==> src/rtl/fetch_pkg.sv <==
// Shared constants and the prefetch-queue entry type for the instruction-fetch stage.
// Optional build macro used by fetch_unit: FETCH_PERF_CNT_EN (adds perf counters).
package fetch_pkg;

  localparam int FETCH_ADDR_W   = 16;
  localparam int FETCH_INST_W   = 16;
  localparam int FETCH_DEPTH    = 4;
  localparam int FETCH_RESET_PC = 0;
  localparam int FETCH_PC_STEP  = 1;
  localparam int PERF_CNT_W     = 32;

  typedef struct packed {
    logic [FETCH_ADDR_W-1:0] pc;
    logic [FETCH_INST_W-1:0] inst;
  } fetch_entry_t;

endpackage

==> src/rtl/fetch_fifo.sv <==
// Synchronous DEPTH-entry FIFO of fetch entries with flush; head is read
// directly from registered storage so it stays stable while not popped.
module fetch_fifo
  import fetch_pkg::*;
#(
  parameter type entry_t = fetch_entry_t,
  parameter int  DEPTH   = FETCH_DEPTH,
  localparam int PTR_W   = $clog2(DEPTH),
  localparam int CNT_W   = $clog2(DEPTH + 1)
) (
  input  logic             clock,
  input  logic             reset,
  input  logic             flush,
  input  logic             push,
  input  entry_t           push_entry,
  input  logic             pop,
  output entry_t           head,
  output logic [CNT_W-1:0] count
);

  entry_t           mem [DEPTH];
  logic [PTR_W-1:0] wr_ptr;
  logic [PTR_W-1:0] rd_ptr;

  // Pointers wrap naturally because DEPTH is a power of two.
  always_ff @(posedge clock) begin
    if (reset || flush) begin
      wr_ptr <= '0;
      rd_ptr <= '0;
      count  <= '0;
    end else begin
      if (push) wr_ptr <= wr_ptr + 1'b1;
      if (pop)  rd_ptr <= rd_ptr + 1'b1;
      case ({push, pop})
        2'b10:   count <= count + 1'b1;
        2'b01:   count <= count - 1'b1;
        default: count <= count;
      endcase
    end
  end

  always_ff @(posedge clock) begin
    if (push && !reset && !flush) mem[wr_ptr] <= push_entry;
  end

  assign head = mem[rd_ptr];

endmodule

==> src/rtl/fetch_unit.sv <==
// Instruction-fetch stage: PC, single-cycle ROM interface, prefetch queue, redirect.
// Define FETCH_PERF_CNT_EN to add the perf_fetched / perf_flushes counters.
module fetch_unit
  import fetch_pkg::*;
#(
  parameter int          ADDR_W   = FETCH_ADDR_W,
  parameter int          INST_W   = FETCH_INST_W,
  parameter int          DEPTH    = FETCH_DEPTH,
  parameter int unsigned RESET_PC = FETCH_RESET_PC,
  parameter int unsigned PC_STEP  = FETCH_PC_STEP
) (
  input  logic              clock,
  input  logic              reset,
  input  logic              fetch_en,
  input  logic              redirect_valid,
  input  logic [ADDR_W-1:0] redirect_pc,
  output logic [ADDR_W-1:0] rom_addr,
  output logic              rom_ren,
  input  logic [INST_W-1:0] rom_data,
  output logic              inst_valid,
  input  logic              inst_ready,
  output logic [INST_W-1:0] inst_data,
  output logic [ADDR_W-1:0] inst_pc
`ifdef FETCH_PERF_CNT_EN
  ,
  output logic [PERF_CNT_W-1:0] perf_fetched,
  output logic [PERF_CNT_W-1:0] perf_flushes
`endif
);

  localparam int CNT_W = $clog2(DEPTH + 1);
  localparam int OCC_W = CNT_W + 1;

  typedef struct packed {
    logic [ADDR_W-1:0] pc;
    logic [INST_W-1:0] inst;
  } entry_t;

  logic [ADDR_W-1:0] pc;
  logic [ADDR_W-1:0] issued_addr;
  logic              inflight;
  logic [CNT_W-1:0]  count;
  logic [OCC_W-1:0]  occupancy;
  logic              push;
  logic              pop;
  logic              issue;
  entry_t            head;
  entry_t            push_entry;

  // Decode stream: a transfer happens on a cycle with inst_valid & inst_ready;
  // while inst_valid is high and not accepted, inst_data/inst_pc hold steady.
  // A redirect cycle never transfers.
  assign inst_valid = (count != '0);
  assign pop        = inst_valid & inst_ready & ~redirect_valid;
  assign push       = inflight & ~redirect_valid;

  // Credit check counts the in-flight response so every issued read has a slot.
  assign occupancy = OCC_W'(count) + OCC_W'(inflight) - OCC_W'(pop);
  assign issue     = ~reset & fetch_en &
                     (redirect_valid | (occupancy < OCC_W'(DEPTH)));

  assign rom_addr = redirect_valid ? redirect_pc : pc;
  assign rom_ren  = issue;

  always_ff @(posedge clock) begin
    if (reset) begin
      pc          <= ADDR_W'(RESET_PC);
      inflight    <= 1'b0;
      issued_addr <= '0;
    end else begin
      inflight <= issue;
      if (issue) begin
        pc          <= rom_addr + ADDR_W'(PC_STEP);
        issued_addr <= rom_addr;
      end else if (redirect_valid) begin
        pc <= redirect_pc;
      end
    end
  end

  assign push_entry = '{pc: issued_addr, inst: rom_data};

  fetch_fifo #(
    .entry_t (entry_t),
    .DEPTH   (DEPTH)
  ) u_fifo (
    .clock      (clock),
    .reset      (reset),
    .flush      (redirect_valid),
    .push       (push),
    .push_entry (push_entry),
    .pop        (pop),
    .head       (head),
    .count      (count)
  );

  assign inst_data = head.inst;
  assign inst_pc   = head.pc;

`ifdef FETCH_PERF_CNT_EN
  always_ff @(posedge clock) begin
    if (reset) begin
      perf_fetched <= '0;
      perf_flushes <= '0;
    end else begin
      if (push)           perf_fetched <= perf_fetched + 1'b1;
      if (redirect_valid) perf_flushes <= perf_flushes + 1'b1;
    end
  end
`else
  // Counters are not built in this configuration.
`endif

endmodule
==> config.mk <==
export PLATFORM = sky130hd
export DESIGN_NAME = fetch_unit
export DESIGN_NICKNAME = d
export VERILOG_FILES = /design/src/rtl/fetch_pkg.sv /design/src/rtl/fetch_fifo.sv /design/src/rtl/fetch_unit.sv
export SDC_FILE = /design/constraint.sdc
export NUM_CORES = 1
export LEC_CHECK = 0
export CAP_MARGIN = 20
export CORE_MARGIN = 8
export CORE_UTILIZATION = 50
export CTS_BUF_LIST = sky130_fd_sc_hd__clkbuf_8
export CTS_CLUSTER_DIAMETER = 40
export CTS_CLUSTER_SIZE = 25
export DETAILED_ROUTE_END_ITERATION = 12
export GPL_TIMING_DRIVEN = 0
export HOLD_SLACK_MARGIN = 0.06
export PLACE_DENSITY_LB_ADDON = 0.08
export SLEW_MARGIN = 20
export SYNTH_ARGS = -nofsm -noshare
export SYNTH_HDL_FRONTEND = slang
export SYNTH_SLANG_ARGS = --single-unit
==> constraint.sdc <==
create_clock -name clock -period 5.8 [get_ports clock]
set_clock_uncertainty 0.2 [all_clocks]
set_input_delay 1.16 -clock clock [delete_from_list [all_inputs] [get_ports clock]]
set_output_delay 1.16 -clock clock [all_outputs]
set_load 0.1 [all_outputs]
## Word-level counts from Yosys, hierarchy flattened

Memory sizes are Yosys's and may differ from the RTL's. A register that Yosys moved wholly into a read port is not among the register bits.
Index checks and enable logic that the tools add are counted.

- Register bits: 40
- Bits in latches: 0
- RAM bits: 128
- Memory bits (read-only): 0
- Input bits: 37
- Output and inout bits: 50
- Logic and storage cells: 39
- Memories: 1

Memory list:

| memory | depth | bits a word | rd ports | clocked after memory_dff | write ports | line | RTL |
|---|---|---|---|---|---|---|---|
| u_fifo.mem | 4 | 32 | 1 | 1 | 1 | fetch_fifo.sv:21 | `entry_t mem [DEPTH];` |

- Add/subtract/negate cells: 7
- Multipliers: 0
- Divide/modulo/power cells: 0
- $lt $le $gt $ge: 1
- Equality and inequality tests: 2
- Shift-type cells: 0
- Muxes and demuxes: 7
- Bitwise operators: 8
- Reductions and logical operators: 7

Operators with widths:

| cell | number |
|---|---|
| two-way mux 16 bit | 2 |
| adder 16 x 1 -> 16 bit, second input constant | 1 |
| case mux 3 bit (2 select lines) | 1 |
| bitwise AND 1 bit | 5 |
| adder 2 x 1 -> 2 bit, second input constant | 2 |
| adder 3 x 1 -> 4 bit | 1 |
| < comparator 4 x 3 -> 1 bit, second input constant | 1 |
| two-way mux 2 bit | 2 |
| subtractor 4 x 1 -> 4 bit | 1 |
| adder 3 x 1 -> 3 bit, second input constant | 1 |
| nonzero test 3 bit | 1 |
| subtractor 3 x 1 -> 3 bit, second input constant | 1 |
| == test 2 x 1 -> 1 bit, second input constant | 1 |
| == test 2 bit, second input constant | 1 |
| logical AND 1 bit | 2 |
| zero test 1 bit | 2 |
| two-way mux 1 bit | 2 |
| inverter 1 bit | 2 |
| nonzero test 2 bit | 1 |
| logical OR 1 bit | 1 |
| OR 1 bit | 1 |

## Logic depth before layout (Yosys ltp)

Gate-level depths: netlist (run 1).

- Depth in word-level cells: 8
- Gate-level depth with buffers: 14
- Mapped depth without buffers: 10

## By module

From an unflattened synthesis (run 1), not the netlist that was laid out.

- Cells, all modules: 410
- Area, all modules: 6884.1 sq um

By module, submodules not included:

| module | times used | cells each | area each (sq um) | sequential area each (sq um) |
|---|---|---|---|---|
| fetch_fifo | 1 | 210 | 5081.1 | 4023.9 |
| fetch_unit | 1 | 200 | 1803.0 | 660.6 |

## Least setup slack after synthesis (run 1)

Ideal clock, no wire load.

- Kind: input-to-output
- From: input port redirect_valid
- To: output port rom_ren
- Arrival time: 3976 ps
- Data required time: 4440 ps
- Slack: 464 ps
- Stages: 14
- Path buffers: 4
- Path through: buf_6 > buf_6 > buf_2 > inv_1 > and3_1 > ha_1 > inv_1 > ha_1 > nor4bb_1 > o31ai_1 > and4_4 > o21ai_1 > buf_2 > inv_1

- Word-level cells in the longest chain between the ends: 6

Ends and longest elaborated chain:

| what | line | RTL |
|---|---|---|
| from (decl) | fetch_unit.sv:15 | `input logic redirect_valid,` |
| inverter 1 bit | fetch_unit.sv:54 | `assign pop = inst_valid & inst_ready & ~redirect_valid;` |
| bitwise AND 1 bit | fetch_unit.sv:54 |  |
| net pop | fetch_unit.sv:45 | `logic pop;` |
| subtractor 4 x 1 -> 4 bit | fetch_unit.sv:58 | `assign occupancy = OCC_W'(count) + OCC_W'(inflight) - OCC_W'(pop);` |
| < comparator 4 x 3 -> 1 bit | fetch_unit.sv:60 | `(redirect_valid \| (occupancy < OCC_W'(DEPTH)));` |
| OR 1 bit | fetch_unit.sv:60 |  |
| bitwise AND 1 bit | fetch_unit.sv:59 | `assign issue = ~reset & fetch_en &` |
| to (decl) | fetch_unit.sv:18 | `output logic rom_ren,` |

The timed path passes the listed nets, and every way through them passes these cells.

## Final worst setup path (run 1)

Same ends and word-level chain as after synthesis.

==> results of run 1 <==
==> final cells by class <==
class | instances | area, um2
multi-input cells | 221 | 2130
inverters | 25 | 93.8
repair buffers | 87 | 938
clock inverters | 15 | 174
flip-flops and latches | 170 | 4680
clock buffers | 17 | 234
fillers | 1010 | 5200
plain buffers | 23 | 143
well taps | 180 | 225
==> worst paths after layout <==
kind	start	end	slack (ns)	cells after the start
hold reg to reg	issued_addr[10]	u_fifo.mem[2][26]	0.32	0
setup reg to reg	u_fifo.count[2]	issued_addr[12]	2.44	11
setup / recovery	redirect_valid	rom_ren	0.23	15
hold / removal	issued_addr[10]	u_fifo.mem[2][26]	0.32	0
==> routing by layer <==
layer	global-route usage, %	up-vias	routed length (um)
met1	19.7	2020	5810
met5	0	-	0
met4	7.24	0	289
li1	-	1903	-
met2	26.0	153	6820
met3	5.72	24	1100
==> sequential cells by signal, indices dropped and copies added, names as in the netlist, named ones only <==
name	flops
inflight	1
issued_addr	16
pc	16
u_fifo.count	3
u_fifo.mem	128
u_fifo.rd_ptr	2
u_fifo.wr_ptr	2
==> critical path, delay by kind of cell <==
family,cells,cell delay [ns]
buf+inv,8,1.42
simple gates,4,1.06
fa+ha+maj,2,0.40
compound gates,1,0.15
==> cell usage after synthesis, types with 3 or more instances <==
master,number
nand2_1,9
buf_6,3
xor2_1,3
a21oi_1,9
edfxtp_1,128
mux2i_1,28
inv_1,25
mux4_2,32
nor2b_1,3
xnor2_1,3
buf_1,3
nand2b_1,14
nand3_1,10
nand4_1,5
nor2_1,29
ha_1,10
o211ai_1,4
clkbuf_1,7
and3_1,6
o21ai_0,7
buf_2,6
dfxtp_1,42
mux2_2,16
or3_1,3
==> cells by family (layout without fill, tap and decap cells) <==
family                     count (synthesis)  in the layout  share of synthesized area [%]
DFF                                      170            170                           66.5
buffers and inverters                     48            167                           3.32
and+or+nand+nor                           94             94                           7.39
xor gates and xnor gates                   6              6                          0.746
adders and majority gates                 11             11                           2.06
muxes                                     76             76                           16.8
AOI/OAI and AO/OA                         34             34                           3.25
==> through the flow <==
step / util (%) / hold WS, ns / worst slack, ns / instances / setup TNS [ns]
floorplan: - / 0.252 / 0.464 / 439 / 0
global placement: 58.6 / 0.276 / -0.543 / 702 / -0.543
detailed placement: 59.4 / 0.296 / -0.573 / 706 / -0.573
CTS: 62.3 / 0.319 / 0.124 / 738 / 0
global route: 62.4 / 0.334 / 0.0232 / 738 / 0
finish: 62.4 / 0.315 / 0.228 / 738 / 0
==> power groups by stage <==
stage | Clock (uW) | Sequential [uW] | Combinational [uW]
finish | 845 | 1350 | 269
global route | 923 | 1350 | 283
CTS | 869 | 1350 | 269
detailed placement | 0 | 1380 | 268
global placement | 0 | 1370 | 265
floorplan | 0 | 1370 | 188
==> placed cells by master, fill, tap and decap left out, types with 4 or more instances in the layout <==
| master | n |
|---|---|
| nand2_1 | 9 |
| mux2i_1 | 28 |
| nand3_1 | 10 |
| clkbuf_8 | 18 |
| and3_2 | 5 |
| o21ai_0 | 7 |
| clkdlybuf4s50_1 | 82 |
| dfxtp_1 | 42 |
| nand2b_1 | 14 |
| mux4_2 | 32 |
| edfxtp_1 | 128 |
| o211ai_1 | 4 |
| buf_16 | 4 |
| inv_1 | 25 |
| ha_1 | 10 |
| a21oi_1 | 9 |
| clkbuf_1 | 7 |
| nor2_1 | 29 |
| buf_2 | 5 |
| mux2_2 | 16 |
| nand4_1 | 5 |
==> results.json, run 1 <==
{
  "synthDistinctLibCells": 51,
  "grt_pass1_wl_mm": 22.5,
  "swShare_pct": 25.2,
  "finalSetupViolations": 0,
  "synth_edf_count": 128,
  "pin_count": 87,
  "vias": 4100,
  "grt_pass1_vias": 4312,
  "fin_nets": 593,
  "rsz0062_at_grt": "no",
  "grt-ovfl-total": 0,
  "crit_path_max_fanout": 10,
  "fin_crit_ns": 5.57,
  "clock_path_buffers": 2,
  "max_freq_mhz": 179,
  "drcViolationCount": 0,
  "drv_slew": 0,
  "synth_top_area_share_pct": 54.5,
  "viasPerCell": 5.56,
  "yosysWarnings": 0,
  "pwr-share-clk_pct": 34.3,
  "path_clk_slew_ns": 0.09,
  "critPathLaunchType": "input pin",
  "core_um2": 13800,
  "syn_nets": 487,
  "criticalPathCategory": "input pin to output port",
  "critPathArrivalTime_ns": 4.21,
  "netlist_instances": 439,
  "drt-total-wl_mm": 14.0,
  "fin_area_um2": 8630,
  "path_common_cell": "inv_1",
  "cts_tree": "built",
  "layout-drive-gt1-share_pct": 18.6,
  "worstPathRequired_ns": 4.44,
  "cap_violations": 0,
  "place.gp.congestion": 0.903,
  "cp-end-kind": "output port",
  "p_int_uw": 1840,
  "die_h_um": 135,
  "async_flop_share_pct": 0,
  "cts_buffers": 17,
  "power_density_nw_per_um2": 286,
  "clock_latency_ns": 0.45,
  "hold_buffers": 0,
  "tightest_slew_ns": 1.05,
  "grt_max_degree": 21,
  "synthesis.area_um2": 7050,
  "fin_crit_sh_pct": 96.1,
  "ys_seq_area_share_pct": 66.5,
  "ys.flop_type": "edfxtp_1",
  "drt_iter0_drc": 243,
  "portBuffers": 83,
  "hold_path.class": "flop to flop",
  "antenna_found_initial": 0,
  "relSlewSlack_pct": 29.9,
  "synth_top_cell_by_area": "edfxtp_1",
  "dp_hpwl_mm": 9.89,
  "total_leakage_power_uw": 0.00307,
  "cts_resized": 5,
  "p_comb_share_pct": 10.9,
  "ys_ff_latch": 170,
  "drt-pass1-iter-count": 5,
  "num_rows": 43,
  "finalPower_uw": 2460,
  "initial_core_util_pct": 51.0,
  "detail-route-antenna-nets": 0,
  "crit_path_max_incr_delay_ns": 0.43,
  "numClockSinks": 170,
  "synth_area_leaders": "edfxtp_1 55%, dfxtp_1 12%, mux4_2 10%, mux2i_1 4.0%, mux2_2 2.6%",
  "place_area_um2": 8220,
  "cp_cell_sequence": "buf_6 -> buf_6 -> buf_2 -> inv_1 -> and3_2 -> ha_1 -> inv_1 -> ha_1 -> nor4bb_1 -> or4_4 -> and4_4 -> o21ai_1 -> clkbuf_4 -> inv_1 -> clkbuf_4",
  "syn2layout_area_growth_pct": 22.4,
  "p_sw_uw": 621,
  "die_w_um": 135,
  "power_frac_seq_pct": 54.8,
  "insertedDiodeCount": 0,
  "htree_levels": 4,
  "cpMaxStageDelayCell": "or4_4",
  "root_buffer": "clkbuf_8",
  "irDropWorstVdd_v": 0.000136,
  "avgSynthCellArea_um2": 16.1,
  "hold_viol_final": 0,
  "grtUsageTotal_pct": 16.4,
  "die-area_um2": 18100,
  "drt-wirelength-per-cell_um": 19.0,
  "post_cts_buffers": 0,
  "status": "complete, no violations"
}
(Power assumes the default switching activity.)
==> run 2, diff against run 1 <==
--- a/config.mk
+++ b/config.mk
@@ -15,6 +15,7 @@
 export GPL_TIMING_DRIVEN = 0
 export HOLD_SLACK_MARGIN = 0.06
 export PLACE_DENSITY_LB_ADDON = 0.08
+export SKIP_LAST_GASP = 1
 export SLEW_MARGIN = 20
 export SYNTH_ARGS = -nofsm -noshare
 export SYNTH_HDL_FRONTEND = slang
==> results of run 2 <==
Final layout, timing and power as in run 1 (identical DEF).
==> run 3, diff against run 2 <==
--- a/config.mk
+++ b/config.mk
@@ -12,6 +12,7 @@
 export CTS_CLUSTER_DIAMETER = 40
 export CTS_CLUSTER_SIZE = 25
 export DETAILED_ROUTE_END_ITERATION = 12
+export GPL_ROUTABILITY_DRIVEN = 0
 export GPL_TIMING_DRIVEN = 0
 export HOLD_SLACK_MARGIN = 0.06
 export PLACE_DENSITY_LB_ADDON = 0.08
==> results of run 3 <==
Final layout, timing and power as in run 1 (identical DEF).
